==> src/rtl/dmem_pkg.sv <==
// Shared encodings for the data-memory load/store arbiter.
package dmem_pkg;

    // Access size field on both request ports
    localparam logic [1:0] SZ_B = 2'b00;
    localparam logic [1:0] SZ_H = 2'b01;
    localparam logic [1:0] SZ_W = 2'b10;
    localparam logic [1:0] SZ_X = 2'b11;

    // Memory store-mode field
    localparam logic [1:0] ST_B = 2'b00;
    localparam logic [1:0] ST_H = 2'b01;
    localparam logic [1:0] ST_W = 2'b10;

    typedef enum logic {
        PORT_C = 1'b0,
        PORT_D = 1'b1
    } port_t;

    // Number of bytes touched by an access; the illegal size is rejected
    // separately, so its byte count only has to keep the range check sane.
    function automatic logic [2:0] size_bytes(input logic [1:0] size);
        case (size)
            SZ_B:    size_bytes = 3'd1;
            SZ_H:    size_bytes = 3'd2;
            default: size_bytes = 3'd4;
        endcase
    endfunction

endpackage

==> src/rtl/dmem_arb_lsu_load_ext.sv <==
// Load-data extraction: picks the low byte/half/word of the memory read
// and sign- or zero-extends it to the full data width.
module load_ext
    import dmem_pkg::*;
#(
    parameter int DATA_W = 32,
    parameter int BYTE_W = 8
) (
    input  logic [DATA_W-1:0] data,
    input  logic [1:0]        size,
    input  logic              uns,
    output logic [DATA_W-1:0] ext
);

    // Extension fill bit is the top bit of the selected field unless unsigned
    always_comb begin
        ext = data;
        case (size)
            SZ_B:    ext = {{(DATA_W-BYTE_W){~uns & data[BYTE_W-1]}}, data[BYTE_W-1:0]};
            SZ_H:    ext = {{(DATA_W-2*BYTE_W){~uns & data[2*BYTE_W-1]}}, data[2*BYTE_W-1:0]};
            default: ext = data;
        endcase
    end

endmodule

==> src/rtl/dmem_arb_lsu.sv <==
// Two-port (CPU / debug) round-robin arbiter and load/store sequencer in
// front of a byte-addressed data memory. One access per cycle; response is
// registered and appears the cycle after the grant.
module dmem_arb_lsu
    import dmem_pkg::*;
#(
    parameter int PC_WIDTH = 32,
    parameter int DATA_W   = 32,
    parameter int STORE_M  = 2,
    parameter int M_STACK  = 1024,
    parameter int BYTE_W   = 8
) (
    input  logic                clk,
    input  logic                n_rst,
    input  logic                c_req,
    input  logic                c_we,
    input  logic [PC_WIDTH-1:0] c_addr,
    input  logic [1:0]          c_size,
    input  logic                c_uns,
    input  logic [DATA_W-1:0]   c_wdata,
    output logic                c_gnt,
    output logic                c_rvalid,
    output logic [DATA_W-1:0]   c_rdata,
    output logic                c_err,
    input  logic                d_req,
    input  logic                d_we,
    input  logic [PC_WIDTH-1:0] d_addr,
    input  logic [1:0]          d_size,
    input  logic                d_uns,
    input  logic [DATA_W-1:0]   d_wdata,
    output logic                d_gnt,
    output logic                d_rvalid,
    output logic [DATA_W-1:0]   d_rdata,
    output logic                d_err,
    output logic                mem_wr_en,
    output logic [PC_WIDTH-1:0] mem_rd_addr,
    output logic [PC_WIDTH-1:0] mem_wr_addr,
    output logic [STORE_M-1:0]  mem_mode,
    output logic [DATA_W-1:0]   mem_d_in,
    input  logic [DATA_W-1:0]   mem_d_out
);

    port_t               rr_last;
    logic                sel_we;
    logic [PC_WIDTH-1:0] sel_addr;
    logic [1:0]          sel_size;
    logic                sel_uns;
    logic [DATA_W-1:0]   sel_wdata;
    logic [PC_WIDTH:0]   end_addr;
    logic                err_now;
    logic                st_ok;
    logic                ld_ok;
    logic [DATA_W-1:0]   ld_data;

    // Round-robin grant; nothing is granted while reset is held
    always_comb begin
        c_gnt = 1'b0;
        d_gnt = 1'b0;
        if (n_rst) begin
            if (c_req && (!d_req || rr_last == PORT_D)) c_gnt = 1'b1;
            else if (d_req)                             d_gnt = 1'b1;
        end
    end

    // Request mux, alignment/range checks and memory-side drive
    always_comb begin
        sel_we    = d_gnt ? d_we    : c_we;
        sel_addr  = d_gnt ? d_addr  : c_addr;
        sel_size  = d_gnt ? d_size  : c_size;
        sel_uns   = d_gnt ? d_uns   : c_uns;
        sel_wdata = d_gnt ? d_wdata : c_wdata;

        // One extra bit so an access near the top of the address space
        // cannot wrap past the range check.
        end_addr = {1'b0, sel_addr} + {{(PC_WIDTH-2){1'b0}}, size_bytes(sel_size)};

        err_now = 1'b0;
        if (sel_size == SZ_X)                               err_now = 1'b1;
        if (sel_size == SZ_H && sel_addr[0])                err_now = 1'b1;
        if (sel_size == SZ_W && sel_addr[1:0] != 2'b00)     err_now = 1'b1;
        if (end_addr > (PC_WIDTH+1)'(M_STACK))              err_now = 1'b1;

        st_ok = (c_gnt | d_gnt) &  sel_we & ~err_now;
        ld_ok = (c_gnt | d_gnt) & ~sel_we & ~err_now;

        mem_wr_en   = st_ok;
        mem_wr_addr = st_ok ? sel_addr  : '0;
        mem_mode    = st_ok ? STORE_M'(sel_size) : '0;
        mem_d_in    = st_ok ? sel_wdata : '0;
        mem_rd_addr = ld_ok ? sel_addr  : '0;
    end

    load_ext #(
        .DATA_W (DATA_W),
        .BYTE_W (BYTE_W)
    ) u_load_ext (
        .data (mem_d_out),
        .size (sel_size),
        .uns  (sel_uns),
        .ext  (ld_data)
    );

    // Registered responses and round-robin history
    always_ff @(posedge clk) begin
        if (!n_rst) begin
            rr_last  <= PORT_D;
            c_rvalid <= 1'b0;
            c_err    <= 1'b0;
            c_rdata  <= '0;
            d_rvalid <= 1'b0;
            d_err    <= 1'b0;
            d_rdata  <= '0;
        end else begin
            c_rvalid <= c_gnt;
            c_err    <= c_gnt & err_now;
            c_rdata  <= (c_gnt && ld_ok) ? ld_data : '0;
            d_rvalid <= d_gnt;
            d_err    <= d_gnt & err_now;
            d_rdata  <= (d_gnt && ld_ok) ? ld_data : '0;
            if (c_gnt)      rr_last <= PORT_C;
            else if (d_gnt) rr_last <= PORT_D;
        end
    end

endmodule
==> config.mk <==
export PLATFORM = sky130hd
export DESIGN_NAME = dmem_arb_lsu
export DESIGN_NICKNAME = d
export VERILOG_FILES = /design/src/rtl/dmem_pkg.sv /design/src/rtl/dmem_arb_lsu_load_ext.sv /design/src/rtl/dmem_arb_lsu.sv
export SDC_FILE = /design/constraint.sdc
export NUM_CORES = 1
export LEC_CHECK = 0
export CAP_MARGIN = 25
export CORE_ASPECT_RATIO = 1.75
export CORE_MARGIN = 1.5
export CORE_UTILIZATION = 35
export CTS_CLUSTER_SIZE = 30
export DETAILED_ROUTE_END_ITERATION = 12
export PLACE_DENSITY = 0.88
export SLEW_MARGIN = 40
export SYNTH_ARGS = -nofsm -noshare
export SYNTH_HDL_FRONTEND = slang
export SYNTH_SLANG_ARGS = --single-unit
==> constraint.sdc <==
create_clock -name clk -period 7.9 [get_ports clk]
set_input_delay 1.975 -clock clk [delete_from_list [all_inputs] [get_ports clk]]
set_output_delay 1.975 -clock clk [all_outputs]
set_load 0.05 [all_outputs]
After elaboration in Yosys (flattened, before gate mapping). Index checks and enable logic that the tools add are counted.

Reductions and logical operators: 12. $add $sub $neg: 1. $lt $le $gt $ge: 1. Equality and inequality tests: 3. Bitwise logic cells: 12. Multiplexer cells: 22.

Operators with widths (number): $mux W32 (5); $pmux W32 S2 (1); $add A32 B3 Y33 (1); $gt A33 B11 Y1 const B (1); $mux W1 (13); $and A1 B1 Y1 (8); $pmux W3 S2 (1); $logic_and A1 B1 Y1 (5); $eq A2 B2 Y1 const B (2); $mux W2 (2); $reduce_and A2 Y1 (2); $reduce_bool A2 Y1 (2); $not A1 Y1 (3); $eq A2 B1 Y1 const B (1); $logic_not A2 Y1 (1); $logic_not A1 Y1 (1); $logic_or A1 B1 Y1 (1); $or A1 B1 Y1 (1).

Input port bits: 172. Output and inout bits: 169. Register bits: 69. Logic and storage cells: 58.

Depth between registers and ports, before layout.
Depth in word-level cells: 15. Mapped depth: 21. Mapped depth without buffers: 15.

Modules after synthesis. From an unflattened synthesis, not the netlist that was laid out.

Cells, all modules: 649. Area, all modules: 5146.2 µm².

Modules (own cells, without submodules): dmem_arb_lsu (area each 4790.8 µm², times used 1, seq. area each 1381.3 µm², cells an instance 582); load_ext (area each 355.3 µm², times used 1, seq. area each 0.0 µm², cells an instance 67).

Worst setup path before layout. No wires, ideal clock.

Path type: input port to output port. From: input port d_req. To: output port mem_d_in[31]. Slack: -1628 ps. Stages: 19. Path buffers: 6. Data required time: 5925 ps. Arrival time: 7553 ps. Path through: a21boi_2 -> nand2_1 -> inv_2 -> buf_2 -> buf_2 -> buf_2 -> buf_1 -> clkbuf_1 -> a31oi_1 -> ha_1 -> nand2_1 -> o41ai_2 -> a211oi_2 -> o21bai_1 -> a2111oi_0 -> a41o_1 -> nand2b_4 -> buf_6 -> a2111oi_1.

Longest elaborated chain between the ends: 14. Elaborated cells on any way between the ends: 31. Classes of those cells: add/sub: 1; order compare: 1; eq/ne: 3; mux: 15; bitwise: 4; reduce/logical: 7.

Ends and longest elaborated chain: start: declaration (line dmem_arb_lsu.sv:25) `input logic d_req,`; $logic_not A1 Y1 (line dmem_arb_lsu.sv:60) `if (c_req && (!d_req || rr_last == PORT_D)) c_gnt = 1'b1;`; $logic_or A1 B1 Y1 (line dmem_arb_lsu.sv:60); $logic_and A1 B1 Y1 (line dmem_arb_lsu.sv:60); $mux W1 (*) (line dmem_arb_lsu.sv:60); $mux W1 (*) (line dmem_arb_lsu.sv:59) `if (n_rst) begin`; named net d_gnt (line dmem_arb_lsu.sv:31) `output logic d_gnt,`; $mux W2 (line dmem_arb_lsu.sv:69) `sel_size = d_gnt ? d_size : c_size;`; $eq A2 B1 Y1, or another cell as far along (line dmem_pkg.sv:23, dmem_arb_lsu.sv:79); $pmux W3 S2, or another cell as far along (line dmem_pkg.sv:23) `case (size)`; $add A32 B3 Y33 or $mux W1 (tied branches) (line dmem_arb_lsu.sv:75, dmem_arb_lsu.sv:79); $gt A33 B11 Y1 or $mux W1 (tied branches) (line dmem_arb_lsu.sv:81, dmem_arb_lsu.sv:80); $mux W1 (line dmem_arb_lsu.sv:81) `if (end_addr > (PC_WIDTH+1)'(M_STACK)) err_now = 1'b1;`; $not A1 Y1 (line dmem_arb_lsu.sv:83) `st_ok = (c_gnt | d_gnt) & sel_we & ~err_now;`; $and A1 B1 Y1 (line dmem_arb_lsu.sv:83); $mux W32 (*) (line dmem_arb_lsu.sv:89) `mem_d_in = st_ok ? sel_wdata : '0;`; end: declaration (line dmem_arb_lsu.sv:39) `output logic [DATA_W-1:0] mem_d_in,`.

Mark *: on every way through the listed nets, which the timed path passes. The rest lies on a longest branch.

Worst setup path in the final report.
From: input port c_req. To: output port mem_d_in[18].

Longest elaborated chain between the ends: 12. Elaborated cells on any way between the ends: 28. Classes of those cells: add/sub: 1; order compare: 1; eq/ne: 3; mux: 14; bitwise: 4; reduce/logical: 5.

Ends and longest elaborated chain: start: declaration (line dmem_arb_lsu.sv:15) `input logic c_req,`; $logic_and A1 B1 Y1 (*) (line dmem_arb_lsu.sv:60); $mux W1 (line dmem_arb_lsu.sv:60); $mux W1 (line dmem_arb_lsu.sv:59); $mux W2 (line dmem_arb_lsu.sv:69); $eq A2 B1 Y1, or another cell as far along (line dmem_pkg.sv:23, dmem_arb_lsu.sv:79); $pmux W3 S2, or another cell as far along (line dmem_pkg.sv:23); $add A32 B3 Y33 or $mux W1 (tied branches) (line dmem_arb_lsu.sv:75, dmem_arb_lsu.sv:79); $gt A33 B11 Y1 or $mux W1 (tied branches) (line dmem_arb_lsu.sv:81, dmem_arb_lsu.sv:80); $mux W1 (line dmem_arb_lsu.sv:81); $not A1 Y1 (line dmem_arb_lsu.sv:83); $and A1 B1 Y1 (line dmem_arb_lsu.sv:83); $mux W32 (*) (line dmem_arb_lsu.sv:89).

Mark *: on every way between the ends. The rest lies on a longest branch, timed or not.

==> metrics.txt <==
# TYPE chip_impl_metric gauge
chip_impl_info{name="status",value="finished, final reports clean"} 1
chip_impl_metric{name="nNetsFinal",unit=""} 1207
chip_impl_metric{name="layout-drive-gt1-share",unit="%"} 24.9
chip_impl_metric{name="synth_top_area_share",unit="%"} 23.0
chip_impl_metric{name="final_design_area_no_fill",unit="mm²"} 0.0110
chip_impl_metric{name="synth.avg_cell_area",unit="µm²"} 8.23
chip_impl_metric{name="grt_use_met3",unit="%"} 6.57
chip_impl_metric{name="groute.layer.met1.usage",unit="%"} 30.4
chip_impl_info{name="start_kind",value="input port"} 1
chip_impl_metric{name="yosys_warnings",unit=""} 0
chip_impl_info{name="synth.top_cells.by_area",value="sky130_fd_sc_hd__dfxtp_1, sky130_fd_sc_hd__a2111oi_2, sky130_fd_sc_hd__nand2_1"} 1
chip_impl_metric{name="placement.cell_area",unit="mm²"} 0.0106
chip_impl_metric{name="die_area",unit="mm²"} 0.0180
chip_impl_metric{name="timing.slew.headroom",unit="%"} 54.4
chip_impl_metric{name="drv_slew",unit=""} 0
chip_impl_metric{name="detailed_place_hpwl",unit="µm"} 20900
chip_impl_info{name="mostFrequentLayoutCells",value="sky130_fd_sc_hd__clkdlybuf4s50_1, sky130_fd_sc_hd__nand2_1, sky130_fd_sc_hd__dfxtp_1, sky130_fd_sc_hd__buf_12, sky130_fd_sc_hd__buf_4"} 1
chip_impl_info{name="root_buffer",value="sky130_fd_sc_hd__clkbuf_16"} 1
chip_impl_metric{name="power.internal",unit="µW"} 741
chip_impl_info{name="timing.critical_path.to_type",value="primary output"} 1
chip_impl_metric{name="period_share",unit="%"} 97.6
chip_impl_metric{name="grt.met2_usage",unit="%"} 52.0
chip_impl_metric{name="num_vias",unit=""} 7156
chip_impl_info{name="grt_setup_unrepaired",value="no"} 1
chip_impl_metric{name="timing.critical_path.fanout_max",unit=""} 8
chip_impl_metric{name="gp_routability_congestion",unit=""} 1.02
chip_impl_metric{name="numPortBuffers",unit=""} 298
chip_impl_metric{name="p_seq_share",unit="%"} 31.1
chip_impl_metric{name="wl_per_cell",unit="µm"} 21.3
chip_impl_metric{name="reg2reg_setup_slack",unit="ns"} 3.87
chip_impl_metric{name="synth_sequential_area_ratio",unit="%"} 23.0
chip_impl_metric{name="sequential_cell_area",unit="mm²"} 0.00138
chip_impl_info{name="layout_commonest_cell",value="sky130_fd_sc_hd__clkdlybuf4s50_1"} 1
chip_impl_metric{name="antenna_cells_inserted",unit=""} 0
chip_impl_metric{name="finalSetupViolations",unit=""} 0
chip_impl_metric{name="async_flop_share",unit="%"} 0
chip_impl_metric{name="drv.max_cap_violation_count",unit=""} 0
chip_impl_metric{name="timing.critical_path.arrival",unit="ns"} 5.73
chip_impl_metric{name="core_region_area",unit="mm²"} 0.0169
chip_impl_metric{name="route.final.wire_length",unit="µm"} 26900
chip_impl_metric{name="grtUsageTotal",unit="%"} 29.0
chip_impl_metric{name="floorplan.initialDensity",unit="%"} 35.6
chip_impl_metric{name="p_comb_share",unit="%"} 32.3
chip_impl_metric{name="final_critical_path_setup_slack",unit="ns"} 0.191
chip_impl_metric{name="worst-endpoint-required",unit="ns"} 5.93
chip_impl_metric{name="die_h",unit="µm"} 176
chip_impl_metric{name="hold_violations",unit=""} 0
chip_impl_metric{name="worst_setup_skew_after_layout",unit="ns"} 0.0116
chip_impl_info{name="synthDominantAreaCellType",value="sky130_fd_sc_hd__dfxtp_1"} 1
chip_impl_metric{name="design.portCount",unit=""} 341
chip_impl_metric{name="chipWidth",unit="µm"} 102
chip_impl_info{name="timing.setup.critical_path_class",value="in -> out"} 1
chip_impl_metric{name="grt_first_pass_wirelength",unit="µm"} 40200
chip_impl_metric{name="area.growth.synth_to_final",unit="%"} 83.2
chip_impl_info{name="worstHoldPathType",value="reg -> reg"} 1
chip_impl_metric{name="num_rows",unit=""} 63
chip_impl_metric{name="ys_types",unit=""} 79
chip_impl_info{name="busiest_layer",value="met2"} 1
chip_impl_metric{name="grt_remaining_overflow",unit=""} 0
chip_impl_metric{name="viasPerCell",unit=""} 5.66
chip_impl_metric{name="totalPowerFinal",unit="mW"} 1.13
chip_impl_metric{name="total_leakage_power",unit="nW"} 3.93
chip_impl_metric{name="switching_power",unit="µW"} 385
chip_impl_metric{name="drc",unit=""} 0
chip_impl_metric{name="grt_start_max_net_pins",unit=""} 40
chip_impl_metric{name="synth_enable_flop_cells",unit=""} 0
chip_impl_metric{name="power.share.switching",unit="%"} 34.2
chip_impl_metric{name="antenna_found_initial",unit=""} 0
chip_impl_metric{name="clock_insertion_delay_worst_skew",unit="ns"} 0.33
chip_impl_metric{name="worst_ir_drop_vdd",unit="µV"} 143
chip_impl_metric{name="drtAntennaViolNets",unit=""} 0
chip_impl_metric{name="hold_buffers",unit=""} 0
chip_impl_metric{name="tightest_slew",unit="ns"} 0.678
chip_impl_metric{name="bufs_on_longest_clock_path",unit=""} 2
chip_impl_metric{name="vias_in_the_first_global_route",unit=""} 7275
chip_impl_metric{name="fmax",unit="MHz"} 130
chip_impl_metric{name="synth-seq-cells",unit=""} 69
chip_impl_metric{name="initialDrtViolationCount",unit=""} 287
chip_impl_metric{name="fillers",unit=""} 1324
chip_impl_metric{name="min_period",unit="ns"} 7.71
chip_impl_metric{name="power.clock.fraction",unit="%"} 36.6
chip_impl_metric{name="number_of_cts_inserted_buffers",unit=""} 9
chip_impl_info{name="cts_tree",value="done"} 1
chip_impl_metric{name="placement.setup.worst_slack",unit="ns"} -0.0887
chip_impl_metric{name="cts_num_sinks",unit=""} 69
chip_impl_metric{name="multiInputGateArea",unit="mm²"} 0.00476
chip_impl_metric{name="synthesis.area",unit="mm²"} 0.00600
chip_impl_metric{name="pwr_density_cell",unit="mW/mm²"} 102
chip_impl_metric{name="post_synth_inst_count",unit=""} 729
chip_impl_metric{name="drt_pre_antenna_iters",unit=""} 4
chip_impl_metric{name="cts-htree-levels",unit=""} 3
chip_impl_info{name="synth_flop_cell",value="sky130_fd_sc_hd__dfxtp_1"} 1
chip_impl_metric{name="clk_pin_slew_worst_paths",unit="ns"} 0.06
final timing paths:
path,cells after the start,start,endpoint
worst max register to register,16,rr_last,c_rdata[18]
worst min register to register,3,rr_last,rr_last
worst max-delay path,19,c_req,mem_d_in[18]
worst min-delay path,3,rr_last,rr_last
per-stage QoR:
step / hold WS, ns / instances / utilization, % / setup TNS, ns
2_1_floorplan: 0.518 / 770 / - / 0
3_3_place_gp: 0.539 / 1243 / 62.8 / -0.0208
3_5_place_dp: 0.554 / 1243 / 62.8 / -1.12
4_1_cts: 0.594 / 1259 / 64.7 / 0
5_1_grt: 0.667 / 1264 / 65.2 / 0
6_report: 0.595 / 1264 / 65.2 / 0
cell type report:
type                    instances  share of cell area, %
repair buffers                360                   38.2
clock inverters                 7                  0.672
well taps                     227                   2.58
flip-flops and latches         69                   12.6
inverters                      18                  0.615
clock buffers                   9                   2.05
multi-input cells             574                   43.3
power groups by stage:
stage / clock network [mW] / registers [mW] / logic (mW)
5_1_grt: 0.432 / 0.350 / 0.385
3_5_place_dp: 0 / 0.358 / 0.354
2_1_floorplan: 0 / 0.362 / 0.208
4_1_cts: 0.419 / 0.350 / 0.358
6_report: 0.412 / 0.350 / 0.364
3_3_place_gp: 0 / 0.358 / 0.350
synth_stat cells, types with 13 or more instances:
cell,instances
sky130_fd_sc_hd__buf_4,52
sky130_fd_sc_hd__nor4b_2,31
sky130_fd_sc_hd__nor3_1,45
sky130_fd_sc_hd__buf_2,23
sky130_fd_sc_hd__inv_1,16
sky130_fd_sc_hd__a2111oi_2,31
sky130_fd_sc_hd__nand2_1,124
sky130_fd_sc_hd__nor4_2,18
sky130_fd_sc_hd__o21ai_0,18
sky130_fd_sc_hd__a21oi_1,39
sky130_fd_sc_hd__dfxtp_1,69
sky130_fd_sc_hd__nand3_1,18
sky130_fd_sc_hd__clkbuf_1,26
sky130_fd_sc_hd__nor4_1,13
state kept, by name, indices dropped and copies added (netlist names):
name      cells
d_err         1
c_err         1
rr_last       1
d_rdata      32
c_rvalid      1
d_rvalid      1
c_rdata      32
worst max-delay path, cell delays in order:
cell and delay (ns):
sky130_fd_sc_hd__dlygate4sd2_1 0.30, sky130_fd_sc_hd__a21boi_4 0.20, sky130_fd_sc_hd__nand2_4 0.12, sky130_fd_sc_hd__or3_1 0.32, sky130_fd_sc_hd__o31a_1 0.12, sky130_fd_sc_hd__inv_1 0.08
sky130_fd_sc_hd__ha_1 0.17, sky130_fd_sc_hd__ha_2 0.20, sky130_fd_sc_hd__or2_2 0.13, sky130_fd_sc_hd__nor3_1 0.04, sky130_fd_sc_hd__or4_4 0.51, sky130_fd_sc_hd__nor2_1 0.12
sky130_fd_sc_hd__o221a_2 0.22, sky130_fd_sc_hd__nand4_1 0.10, sky130_fd_sc_hd__buf_4 0.17, sky130_fd_sc_hd__buf_12 0.15, sky130_fd_sc_hd__buf_12 0.15, sky130_fd_sc_hd__a2111oi_4 0.40
sky130_fd_sc_hd__clkbuf_16 0.24
per-layer routing:
metal,up-vias,routed length (µm)
met5,-,0
met4,0,1480
met3,100,1980
met2,397,14300
met1,3409,9140
li1,3250,-
cell families (layout without fill, tap and decap cells):
kind of cell | Yosys count | after routing | share of synthesized area, %
simple gates | 328 | 328 | 34.8
compound gates | 169 | 169 | 24.2
buf+inv | 127 | 394 | 12.2
flops | 69 | 69 | 23.0
mux | 16 | 16 | 2.77
xor+xnor | 15 | 15 | 2.19
fa+ha+maj | 4 | 4 | 0.792
other cells | 1 | 42 | 0.0625
repair_timing:
item,4_1_cts,5_1_grt
endpoints found under the setup margin,44,56
pin swaps,2,4
gates resized for setup,7,7
setup buffers,0,4
cloned,0,1
No activity file was read; power rests on OpenSTA's default activity.
